==> src/rtl/seg7_readback.sv <==
// Readback checker: debounces an active-low 7-segment bus and decodes it back to a digit code.
// Optional SEG7_ERRCNT_EN adds a saturating err_count of illegal commits.
module seg7_readback #(
    parameter int unsigned STABLE_CYCLES = 4,
    parameter int unsigned CNT_W         = 4
) (
    input  logic       clk,
    input  logic       rst,
    input  logic [6:0] seg_in,
    input  logic       sample_en,
    output logic [4:0] value_out,
    output logic       new_pulse,
    output logic       locked,
    output logic       illegal,
    output logic       blank
`ifdef SEG7_ERRCNT_EN
    ,
    output logic [7:0] err_count
`endif
);

    typedef enum logic [1:0] {StIdle, StSettling, StLocked} state_e;

    localparam logic [6:0] SegOff = 7'b1111111;

    state_e           state_q, state_d;
    logic [6:0]       last_seg_q, last_seg_d;
    logic [CNT_W-1:0] cnt_q, cnt_d;
    logic [4:0]       value_q, value_d;
    logic             pulse_q, pulse_d;
    logic             illegal_q, illegal_d;
    logic             blank_q, blank_d;
    logic             commit;
    logic [5:0]       dec;

    // Returns {hit, code}; hit=0 for patterns outside the table.
    function automatic logic [5:0] decode(input logic [6:0] p);
        logic [5:0] r;
        case (p)
            7'b0000001: r = {1'b1, 5'd0};
            7'b1001111: r = {1'b1, 5'd1};
            7'b0010010: r = {1'b1, 5'd2};
            7'b0000110: r = {1'b1, 5'd3};
            7'b1001100: r = {1'b1, 5'd4};
            7'b0100100: r = {1'b1, 5'd5};
            7'b0100000: r = {1'b1, 5'd6};
            7'b0001111: r = {1'b1, 5'd7};
            7'b0000000: r = {1'b1, 5'd8};
            7'b0000100: r = {1'b1, 5'd9};
            7'b0001000: r = {1'b1, 5'd10};
            7'b1100000: r = {1'b1, 5'd11};
            7'b0110001: r = {1'b1, 5'd12};
            7'b1000010: r = {1'b1, 5'd13};
            7'b0110000: r = {1'b1, 5'd14};
            7'b0111000: r = {1'b1, 5'd15};
            7'b0100001: r = {1'b1, 5'd16};
            default:    r = 6'd0;
        endcase
        return r;
    endfunction

`ifdef SEG7_ERRCNT_EN
    logic [7:0] err_q, err_d;
`endif

    always_comb begin
        state_d    = state_q;
        last_seg_d = last_seg_q;
        cnt_d      = cnt_q;
        value_d    = value_q;
        illegal_d  = illegal_q;
        blank_d    = blank_q;
        pulse_d    = 1'b0;
        commit     = 1'b0;
`ifdef SEG7_ERRCNT_EN
        err_d      = err_q;
`endif
        if (sample_en) begin
            if (state_q == StIdle || seg_in != last_seg_q) begin
                last_seg_d = seg_in;
                cnt_d      = CNT_W'(1);
                state_d    = StSettling;
                commit     = (cnt_d == CNT_W'(STABLE_CYCLES));
            end else if (state_q == StSettling) begin
                cnt_d  = cnt_q + CNT_W'(1);
                commit = (cnt_d == CNT_W'(STABLE_CYCLES));
            end
        end

        dec = decode(last_seg_d);
        if (commit) begin
            state_d = StLocked;
            pulse_d = 1'b1;
            if (dec[5]) begin
                value_d   = dec[4:0];
                illegal_d = 1'b0;
                blank_d   = 1'b0;
            end else if (last_seg_d == SegOff) begin
                value_d   = 5'd0;
                illegal_d = 1'b0;
                blank_d   = 1'b1;
            end else begin
                // Illegal pattern keeps the previous code so downstream sees the last good digit.
                illegal_d = 1'b1;
                blank_d   = 1'b0;
`ifdef SEG7_ERRCNT_EN
                if (err_q != 8'hFF) err_d = err_q + 8'd1;
`endif
            end
        end
    end

    always_ff @(posedge clk) begin
        if (rst) begin
            state_q    <= StIdle;
            last_seg_q <= SegOff;
            cnt_q      <= '0;
            value_q    <= 5'd0;
            pulse_q    <= 1'b0;
            illegal_q  <= 1'b0;
            blank_q    <= 1'b1;
`ifdef SEG7_ERRCNT_EN
            err_q      <= 8'd0;
`endif
        end else begin
            state_q    <= state_d;
            last_seg_q <= last_seg_d;
            cnt_q      <= cnt_d;
            value_q    <= value_d;
            pulse_q    <= pulse_d;
            illegal_q  <= illegal_d;
            blank_q    <= blank_d;
`ifdef SEG7_ERRCNT_EN
            err_q      <= err_d;
`endif
        end
    end

    assign value_out = value_q;
    assign new_pulse = pulse_q;
    assign locked    = (state_q == StLocked);
    assign illegal   = illegal_q;
    assign blank     = blank_q;
`ifdef SEG7_ERRCNT_EN
    assign err_count = err_q;
`endif

endmodule

==> config.mk <==
export PLATFORM = sky130hd
export DESIGN_NAME = seg7_readback
export DESIGN_NICKNAME = d
export VERILOG_FILES = /design/src/rtl/seg7_readback.sv
export SDC_FILE = /design/constraint.sdc
export NUM_CORES = 1
export LEC_CHECK = 0
export CAP_MARGIN = 20
export CORE_MARGIN = 8
export CORE_UTILIZATION = 45
export CTS_CLUSTER_SIZE = 12
export DETAILED_ROUTE_END_ITERATION = 8
export HOLD_SLACK_MARGIN = 0.06
export PLACE_DENSITY_LB_ADDON = 0.08
export SLEW_MARGIN = 20
export SYNTH_ARGS = -nofsm -noshare
export SYNTH_HDL_FRONTEND = slang
export SYNTH_SLANG_ARGS = --single-unit
==> constraint.sdc <==
create_clock -name clk -period 6.01 [get_ports clk]
set_input_delay 1.202 -clock clk [delete_from_list [all_inputs] [get_ports clk]]
set_output_delay 1.202 -clock clk [all_outputs]
set_load 0.005 [all_outputs]
Word-level counts from Yosys, hierarchy flattened
Cells that the tools add are included.
{"block": "word_totals", "out_inout_bits": 9, "input_bits": 10, "elab_cells": 60, "register_bits": 21}
{"block": "op_classes", "n_eq_ne": 21, "n_reduce_logical": 12, "n_addsub": 1, "mux": 18}
{"op": "6-bit one-hot mux with 17 select lines", "n": 1}
{"op": "7-bit by 6-bit == test with 1-bit output, second input constant", "n": 6}
{"op": "7-bit == test, second input constant", "n": 5}
{"op": "7-bit by 3-bit == test with 1-bit output, second input constant", "n": 2}
{"op": "7-bit by 4-bit == test with 1-bit output, second input constant", "n": 2}
{"op": "7-bit two-way mux", "n": 2}
{"op": "5-bit two-way mux", "n": 2}
{"op": "1-bit two-way mux", "n": 8}
{"op": "4-bit two-way mux", "n": 2}
{"op": "2-bit AND reduction", "n": 4}
{"op": "2-bit nonzero test", "n": 4}
{"op": "7-bit by 1-bit == test with 1-bit output, second input constant", "n": 1}
{"op": "7-bit by 5-bit == test with 1-bit output, second input constant", "n": 1}
{"op": "7-bit zero test", "n": 1}
{"op": "7-bit inequality test", "n": 1}
{"op": "2-bit two-way mux", "n": 3}
{"op": "4-bit by 1-bit adder with 4-bit output, second input constant", "n": 1}
{"op": "4-bit by 3-bit == test with 1-bit output, second input constant", "n": 1}
{"op": "2-bit by 1-bit == test with 1-bit output, second input constant", "n": 1}
{"op": "2-bit == test, second input constant", "n": 1}
{"op": "2-bit zero test", "n": 1}
{"op": "2-bit OR reduction", "n": 1}
{"op": "1-bit logical OR", "n": 1}

Logic depth before layout (Yosys ltp)
Gate-level depths: netlist of run 1.
{"block": "logic_depth", "word_depth": 8, "mapped_depth": 10, "ltp_nobuf": 7}

Least setup slack after synthesis of run 1
No wires, ideal clock.
{"block": "synth_path", "path_kind": "input to register", "start": "in seg_in[3]", "end": "reg value_q[4] (netlist: value_out[4])", "required_time_ps": 5891, "setup_ps": 119, "n_path_buf": 1, "stages": 8, "t_arrival_ps": 2790, "path_slack_ps": 3102, "path_cell_list": "buf_6 > nor4b_1 > mux2_4 > o211ai_2 > or4b_4 > a21boi_4 > nor2_2 > o221a_1"}
{"block": "synth_via", "elab_chain_cells": 8, "word_cells_on_any_way": 28, "cone_classes": "18 x eq/ne; 6 x mux; 4 x reduce/logical"}
{"element": "start, declared", "line_no": "9", "text": "input logic [6:0] seg_in,"}
{"element": "7-bit inequality test", "line_no": "79", "text": "if (state_q == StIdle || seg_in != last_seg_q) begin"}
{"element": "1-bit logical OR", "line_no": "79"}
{"element": "7-bit two-way mux", "line_no": "79"}
{"element": "7-bit two-way mux", "line_no": "78", "text": "if (sample_en) begin"}
{"element": "7-bit by 6-bit == test with 1-bit output, or another cell as far along", "line_no": "39", "text": "case (p)"}
{"element": "6-bit one-hot mux with 17 select lines", "line_no": "39"}
{"element": "2-bit nonzero test (no line)"}
{"element": "2-bit AND reduction (no line)"}
{"element": "end signal, assigned", "line_no": "129", "text": "value_q <= value_d;"}
{"element": "end, declared", "line_no": "29", "text": "logic [4:0] value_q, value_d;"}
Parallel ways exist; a longest one is shown, timed or not.
A chain may end at the register's enable or synchronous reset.

Worst setup path after layout of run 1
{"block": "layout_path", "start": "in seg_in[6]", "end": "reg value_q[4] (netlist: value_out[4])"}
The elaborated chain is that of the path after synthesis.

==> summary.md, run 1 <==
The total of buffers placed on input and output ports came out at 18. In this run the worst hold path is classified as reg -> reg. IR analysis of the VDD net gives a maximum drop of 0.0843 mV. Sequential elements use 23.1% of the synthesized area. The number of vias in the routed layout was 1781.

After detailed routing, the number of remaining DRC violations is 0. Max-cap violations in this run came to 0. For the number of global-route vias before repair, the log shows 1608. For this run, the total global-route usage over all layers was measured as 15.5%. The global placer's final weighted congestion is 0.902. The routed design has 4910 um of wire.

The critical path capture point type was a flop. The number of enable-type register cells in the synthesized netlist was 0; the clock latency on the worst-skew pair was 0.25 ns. The highest fanout seen on the critical path came out at 20. Of the available clock period, the critical path in the final layout requires 60.4%.

Number of unique standard cell types used by synthesis: 59. In this run the deepest clock path goes through 2 buffers. Fill cells in the final layout number 393. The actual slew at the worst max-slew pin is 0.749 ns, and the global-route wire length before repair is 8170 um. The run gives 1 as the total number of H-tree levels. The root buffer cell is clkbuf_8. The cell depth of the worst hold path is 2.

Synthesis inferred 21 register bits. After detailed routing, the met3 layer carries 231 um of wire. In this run, post-CTS hold repair placed 0 buffers. The area share of and/or/nand/nor cells after synthesis came out at 36.4%. Setup repair after global routing left no endpoint under its margin.

A synthesized cell averages 7.68 um^2. Adding up every negative setup slack in the final design gives 0 ns. Summed over all layers, the global routing overflow is 0. Row generation in the floorplan step produced 23 rows.

The number of nets handed over by synthesis was 248. For the starting density of the core, the log shows 46.2%. The analysis attributes to cell leakage a power of 0.638 nW. The core region is 3940 um^2.

In this run the cell area of the synthesized design comes to 1820 um^2. At the end of the flow, the number of nets in the layout was 246. The CTS sink count is 21, and the total count of hold-check failures in the final report is 0.

The worst setup path is of the in -> reg kind. The number of optimization iterations in the first detailed-route pass was 4. Summing the areas of all fa, ha and maj instances in the mapped netlist gives 0.687% of the synthesized area. In this run, the number of DRC markers left after iteration 0 of detailed routing was 195. Data on the critical path arrives at its endpoint at 3.78 ns.

The synthesized netlist devotes 22.3% of its cell area to compound gates. The number of buffers added by the clock tree synthesis step was 3; the wire length on met2 was 2310 um. Measured in cells, the most critical reg-to-reg path has a length of 7. The die is 79.6 um wide. The ratio of cells with drive above 1 in the final layout came out at 5.13%. The share of synthesized registers carrying an async set or reset came out at 0%. The logs give 0 for the total number of yosys warnings and 0.00450 ns for the worst clock skew. Compared with the post-synthesis result, the final layout area differs by 7.83%. Data on the critical path is required at its endpoint by 6.16 ns. The tools report the highest achievable clock rate as 275 MHz.

The portion of netlist area occupied by mux cells is 3.64%, and the floorplan die area is 6340 um^2. The power per cell area was 160 nW/um^2. Setup violations remaining at the end of the flow were counted as 0.

Post-CTS timing repair inserted 0 buffers for setup. The largest net degree at the start of global routing was 23; the length of routed wiring on met1 was 2320 um. Fraction of synthesized cell area taken by the top area cell type: 23.1%. TritonCTS built the clock tree.

Post-CTS repair changed the size of 0 cells. The end of the worst register-to-register path was value_out[4]$_SDFFE_PP0P_. Most frequently used flop master after synthesis: dfxtp_1.

For the number of antenna violations at the first check in global routing, the log shows 0. The reg-to-reg critical path startpoint was last_seg_q[6]$_SDFF_PP1_. The run gives 0 as the max-slew violation total from the final report. Startpoint class of the critical path: a primary input. The number of placed instances, taps included, is 280. Clock-pin slew was measured on the worst setup and hold paths at 0.07 ns.

The number of antenna diodes in the final layout is 0. After technology mapping, the gate count stands at 237. The per-cell via count in the routed design was 6.27. The detailed router used layers up to and including met4. In the post-synthesis netlist, the biggest area contributors are dfxtp_1 (23%), nand2_1 (5.4%), buf_2 (3.8%), xnor2_1 (3.8%), nor2_1 (3.5%). 19 I/O pins were placed. For the reg-to-reg setup timing slack, the log shows 3.40 ns. The count of cells in the finished layout, fillers not included, comes to 284. The tools report the post-DP HPWL as 3550 um. The worst hold path terminates at value_out[0]$_SDFFE_PP0P_. Once detail routing completed, the nets flagged for antenna violations numbered 0.

The area share of xor/xnor cells in the synthesized design works out to 4.81%. The run finished with clean final reports. In this run the tightest slew margin relative to its limit is 50.0%. Of all cell types, the one taking the most synthesized area is dfxtp_1.

After synthesis, the largest family of logic cells by area is simple AND/OR/NAND/NOR gates. Counting I/O delays and the setup requirement, the final critical path takes 3.63 ns. The die span in y works out to 79.6 um.

The worst hold path begins at value_out[0]$_SDFFE_PP0P_. After detailed routing, the average wire length per cell comes to 17.3 um.
[cells in the mapped netlist (5+ instances only)]
library cell  count
nand2_1          26
dfxtp_1          21
nor2_1           17
buf_2            14
a21oi_1          11
nor3_1           11
o21ai_0          10
nand3_1           8
nand4_1           8
xnor2_1           8
nor4_1            6
o211ai_1          6
nor4b_1           5
[flip-flops by register name, summed over array words and instances, names as in the netlist]
register,cells
last_seg_q,7
value_out,5
cnt_q,4
state_q,2
blank,1
illegal,1
new_pulse,1
[how the worst max path moves through the flow]
stage / start / to
finish: seg_in[6] / value_out[4]$_SDFFE_PP0P_
global route: seg_in[6] / value_out[1]$_SDFFE_PP0P_
CTS: seg_in[6] / value_out[4]$_SDFFE_PP0P_
detailed placement: seg_in[6] / value_out[4]$_SDFFE_PP0P_
global placement: seg_in[6] / value_out[4]$_SDFFE_PP0P_
floorplan: seg_in[3] / value_out[4]$_SDFFE_PP0P_
[worst max-delay path: stages]
cell             delay, ns
clkdlybuf4s50_1       0.89
mux2i_1               0.29
nand4_1               0.19
o311ai_1              0.15
or4b_4                0.54
a21boi_4              0.21
nor2_2                0.06
o221a_1               0.24
[per-stage QoR]
step	total power [mW]	util, %	area [um^2]	setup WS, ns	hold WS [ns]
detailed placement	0.227	48.6	1920	2.12	0.453
floorplan	0.211	-	1820	3.10	0.448
CTS	0.316	49.8	1960	2.39	0.463
global placement	0.226	48.6	1920	2.18	0.445
global route	0.332	49.8	1960	2.20	0.491
finish	0.314	49.8	1960	2.38	0.461
[where the power goes]
group / leakage [nW] / switching (mW) / internal [mW] / total, mW
Sequential: 0.172 / 0.0156 / 0.143 / 0.159
Combinational: 0.441 / 0.0381 / 0.0279 / 0.0660
Clock: 0.0255 / 0.0431 / 0.0461 / 0.0892
Total: 0.638 / 0.0968 / 0.217 / 0.314
[metal layers]
metal	track usage (%)	up-vias
met3	2.70	4
met5	0	-
met4	2.59	0
met2	24.4	43
met1	21.6	844
li1	-	890
[cell type report]
class                           instances  area (um^2)  share of cell area [%]
Clock inverter                          1         5.00                   0.255
Multi-Input combinational cell        187         1230                    62.9
Sequential cell                        21          420                    21.4
Clock buffer                            3         41.3                    2.10
Timing Repair Buffer                   19          188                    9.56
Tap cell                               50         62.6                    3.19
Inverter                                3         11.3                   0.574
[cells in the final DEF, fill, tap and decap left out, types with 5 or more instances in the layout]
master            n
nor4_1            6
o21ai_0          10
xnor2_1           8
nand3_1           8
o211ai_1          6
clkdlybuf4s50_1  18
nand4_1           8
nor2_1           17
nor4b_1           5
nor3_1           11
a21oi_1          11
nand2_1          26
dfxtp_1          21
[cells by family (layout without fill, tap and decap cells)]
group / Yosys count / after routing
AND/OR/NAND/NOR: 113 / 113
buffers and inverters: 29 / 26
flip-flops: 21 / 21
multiplexers: 6 / 6
AO/OA/AOI/OAI: 57 / 57
adder cells (fa/ha/maj): 1 / 1
XOR/XNOR: 10 / 10
(Power assumes the default switching activity.)
==> run 2: changes to the inputs <==
- clock period: 6.01 -> 3.3 ns (I/O delays scaled with it)
==> run 2 against run 1 <==
Non-clock buffer count is 14 higher. Final area is 5.4% higher. Clock power is 85% higher. Wire length is 4.4% higher. Largest cell class unchanged.
==> summary.md, run 2 (synthesis gave the netlist of run 1 again) <==
The run finished with clean final reports. The logs give 0 (unchanged) for the total of max-cap violations and 2 (unchanged) for the maximum number of buffers from clock root to sink. The die span in y came out at 79.6 um (unchanged). The global-route wire length before repair was 8480 um (was 8170 um); the max-slew violation total from the final report was 0 (unchanged).

The final wirelength was 5120 um (was 4910 um); the clock-pin slew on the worst setup and hold paths was 0.08 ns (was 0.07 ns). Post-detailed-placement cell area: 2020 um^2 (was 1920 um^2). The largest net degree at the start of global routing was 23 (unchanged); the number of primary I/O pins was 19 (unchanged).

The total number of placement rows was 23 (unchanged). For the endpoint arrival time on the critical path, the log shows 3.00 ns (was 3.78 ns). The maximum ir drop on the vdd rail is 0.206 mV (was 0.0843 mV), and the count of hold-fix buffers inserted at cts is 0 (unchanged).

The clock group share of total power is 28.0% (was 28.4%). The logs give 0.457 ns (was 2.38 ns) for the final worst slack and 0 (unchanged) for the setup-violating endpoint count in the final report. The DRC violation count after routing was 0 (unchanged); the per-cell via count in the routed design was 6.28 (was 6.27). For the net load switching power, the log shows 182 uW (was 96.8 uW).

The origin of the worst min-delay path was illegal$_SDFFE_PP0P_ (was value_out[0]$_SDFFE_PP0P_). The most common library cell in the layout ignoring fill and taps is nand2_1 (unchanged). Leakage power figure: 0.706 nW (was 0.638 nW). The logs give 0.77 ns (was 3.40 ns) for the reg-to-reg setup timing slack and 588 uW (was 314 uW) for the total chip power.

The post-DP HPWL came out at 3810 um (was 3550 um). The reg-to-reg critical path startpoint was last_seg_q[6]$_SDFF_PP1_ (unchanged). The cell family contributing the most delay on the critical path was buffers and inverters (unchanged). Leading cell types in the layout, fill and taps excluded: nand2_1 (26), dfxtp_1 (21), clkdlybuf4s50_1 (18) (unchanged).

The number of nets with antenna violations after routing is 0 (unchanged), and the core outline area is 3940 um^2 (unchanged). The maximum cell stage delay along the critical path came out at 0.57 ns (was 0.89 ns). For the pre-CTS setup slack, the log shows 0.199 ns (was 2.12 ns). For the diode insertion count for antenna repair, the log shows 0 (unchanged).

The tools report the total number of H-tree levels as 1 (unchanged). The ratio of cells with drive above 1 in the final layout is 10.5% (was 5.13%). Setup repair after global routing left no endpoint under its margin. The actual slew at the worst max-slew pin is 0.763 ns (was 0.749 ns), and the number of optimization iterations in the first detailed-route pass is 5 (was 4). The wire length per cell after detailed routing was 17.2 um (was 17.3 um). In the finished design, the share of the clock period the worst path needs comes to 86.1%. The final critical delay including setup and external delays came out at 2.84 ns. The highest fanout seen on the critical path came out at 10 (was 20). The run gives 406 uW (was 217 uW) as the internal power component. The critical path class was in -> reg (unchanged). End of the worst register-to-register path: value_out[4]$_SDFFE_PP0P_ (unchanged). The share of power burned in combinational logic is 22.8% (was 21.0%), and the clock latency on the worst-skew pair is 0.26 ns (was 0.25 ns). The startpoint class of the critical path is a primary input (unchanged).

The number of filler instances in the final layout is 377 (was 393). The horizontal extent of the die was 79.6 um (unchanged); the max-slew headroom at the worst pin was 49.0% (was 50.0%). The switching share of total power was 30.9% (was 30.8%); the number of buffer and inverter instances along the worst setup path was 2 (was 1).

The highest-delay cell along the critical path was clkdlybuf4s50_1 (unchanged). The final net count is 260 (was 246), and the total of buffers placed on input and output ports is 18 (unchanged). The run gives 2070 um^2 (was 1960 um^2) as the final non-filler cell area. The run gives 0 (unchanged) as the setup fix buffers added after clock tree synthesis.

The number of antenna violations at the first check in global routing is 0 (unchanged). The number of cells on the worst reg-to-reg path is 7 (unchanged), and the overall track demand over capacity in global routing is 16.1% (was 15.5%). The number of DRC markers in iteration 0 is 133 (was 195), and the floorplan die area is 6340 um^2 (unchanged). The global placer's final weighted congestion is 0.881 (was 0.902). The number of global-route vias before repair is 1762 (was 1608), and the number of buffers added by the clock tree synthesis step is 3 (unchanged). The CTS sink count is 21 (unchanged). The relative contribution of sequential cells to total power was 49.1% (was 50.6%). The final global-route overflow total is 0 (unchanged). The class of the tightest hold or removal check is reg -> reg (unchanged). TritonCTS built the clock tree. The largest register by flop count was last_seg_q (unchanged). Cell breakdown of the critical path: clkdlybuf4s50_1 > buf_4 > nor4b_1 > mux2_4 > o211ai_2 > or4b_4 > a21boi_4 > nor2_2 > o221a_1 (was clkdlybuf4s50_1 > mux2i_1 > nand4_1 > o311ai_1 > or4b_4 > a21boi_4 > nor2_2 > o221a_1). The starting density of the core was 46.2% (unchanged); the worst clock skew was 0.00429 ns (was 0.00450 ns). The end point of the most critical hold path was illegal$_SDFFE_PP0P_ (was value_out[0]$_SDFFE_PP0P_). The power per cell area is 284 nW/um^2 (was 160 nW/um^2). The growth of design area from synthesis to finish is 13.6% (was 7.83%), and the share of the core filled with cells in the final layout is 52.5% (was 49.8%).

For the critical path required time, the log shows 3.45 ns (was 6.16 ns). The root buffer cell is clkbuf_8 (unchanged). The highest achievable clock rate is 352 MHz. The logs give 1872 (was 1781) for the number of vias in the routed layout and 0 (unchanged) for the number of gates given a new drive strength after cts.

The total count of hold-check failures in the final report is 0 (unchanged). The flip-flop count of the largest register after layout is 7 (unchanged). The tools report the critical path capture point type as a flop (unchanged).

The cell depth of the worst hold path works out to 2 (unchanged). Sum of negative setup slack: 0 ns (unchanged).
[run 2: cell count changes in the layout (fill, tap and decap cells not counted), sizes merged]
cell	previous run	this run
buf	1	15
[run 2: metal layers]
metal,global-route usage (%),routed length (um),share of wire (%)
met2,25.9,2410,47
met3,3.04,290,5.7
met5,0,0,0
met1,21.1,2320,45
met4,5.00,100,2.0
[run 2: worst max path at each step]
stage,from,endpoint,cells after the start
after CTS,seg_in[0],value_out[4]$_SDFFE_PP0P_,7
final,seg_in[5],value_out[4]$_SDFFE_PP0P_,9
after global routing,seg_in[6],value_out[4]$_SDFFE_PP0P_,8
after global placement,seg_in[5],value_out[4]$_SDFFE_PP0P_,9
after detailed placement,seg_in[6],value_out[4]$_SDFFE_PP0P_,7
after floorplan,seg_in[3],value_out[4]$_SDFFE_PP0P_,8
[run 2: cell type report]
cell class	instances	area [um^2]	area share [%]
Inverter	3	11.3	0.544
Tap cell	50	62.6	3.02
Sequential cell	21	420	20.3
Clock buffer	3	41.3	2.00
Clock inverter	1	5.00	0.242
Timing Repair Buffer	33	293	14.2
Multi-Input combinational cell	187	1230	59.7
[run 2: power groups by stage]
stage | combinational, mW | clock (mW) | sequential, mW
after floorplan | 0.111 | 0 | 0.273
after global placement | 0.130 | 0 | 0.293
after detailed placement | 0.132 | 0 | 0.294
after CTS | 0.132 | 0.170 | 0.288
after global routing | 0.146 | 0.180 | 0.291
final | 0.134 | 0.165 | 0.289
[run 2: stage by stage]
stage,std cells,hold slack (ns)
5_1_grt,298,0.480
2_1_floorplan,237,0.448
6_report,298,0.458
3_5_place_dp,294,0.450
3_3_place_gp,294,0.441
4_1_cts,298,0.462
[run 2: worst reg2reg max path, cell delays in order (launching register included)]
cell	delay, ns
dfxtp_1	0.82
xnor2_1	0.16
o2111ai_1	0.18
o21ai_1	0.17
or4b_4	0.59
a21boi_4	0.21
nor2_2	0.05
o221a_1	0.24
==> run 3: changes to the inputs <==
- ABC_CLOCK_PERIOD_IN_PS: not set -> 3300
- SLEW_MARGIN: 20 -> 25
==> results of run 3 <==
No change in the layout: final DEF, timing and power equal those of run 2.
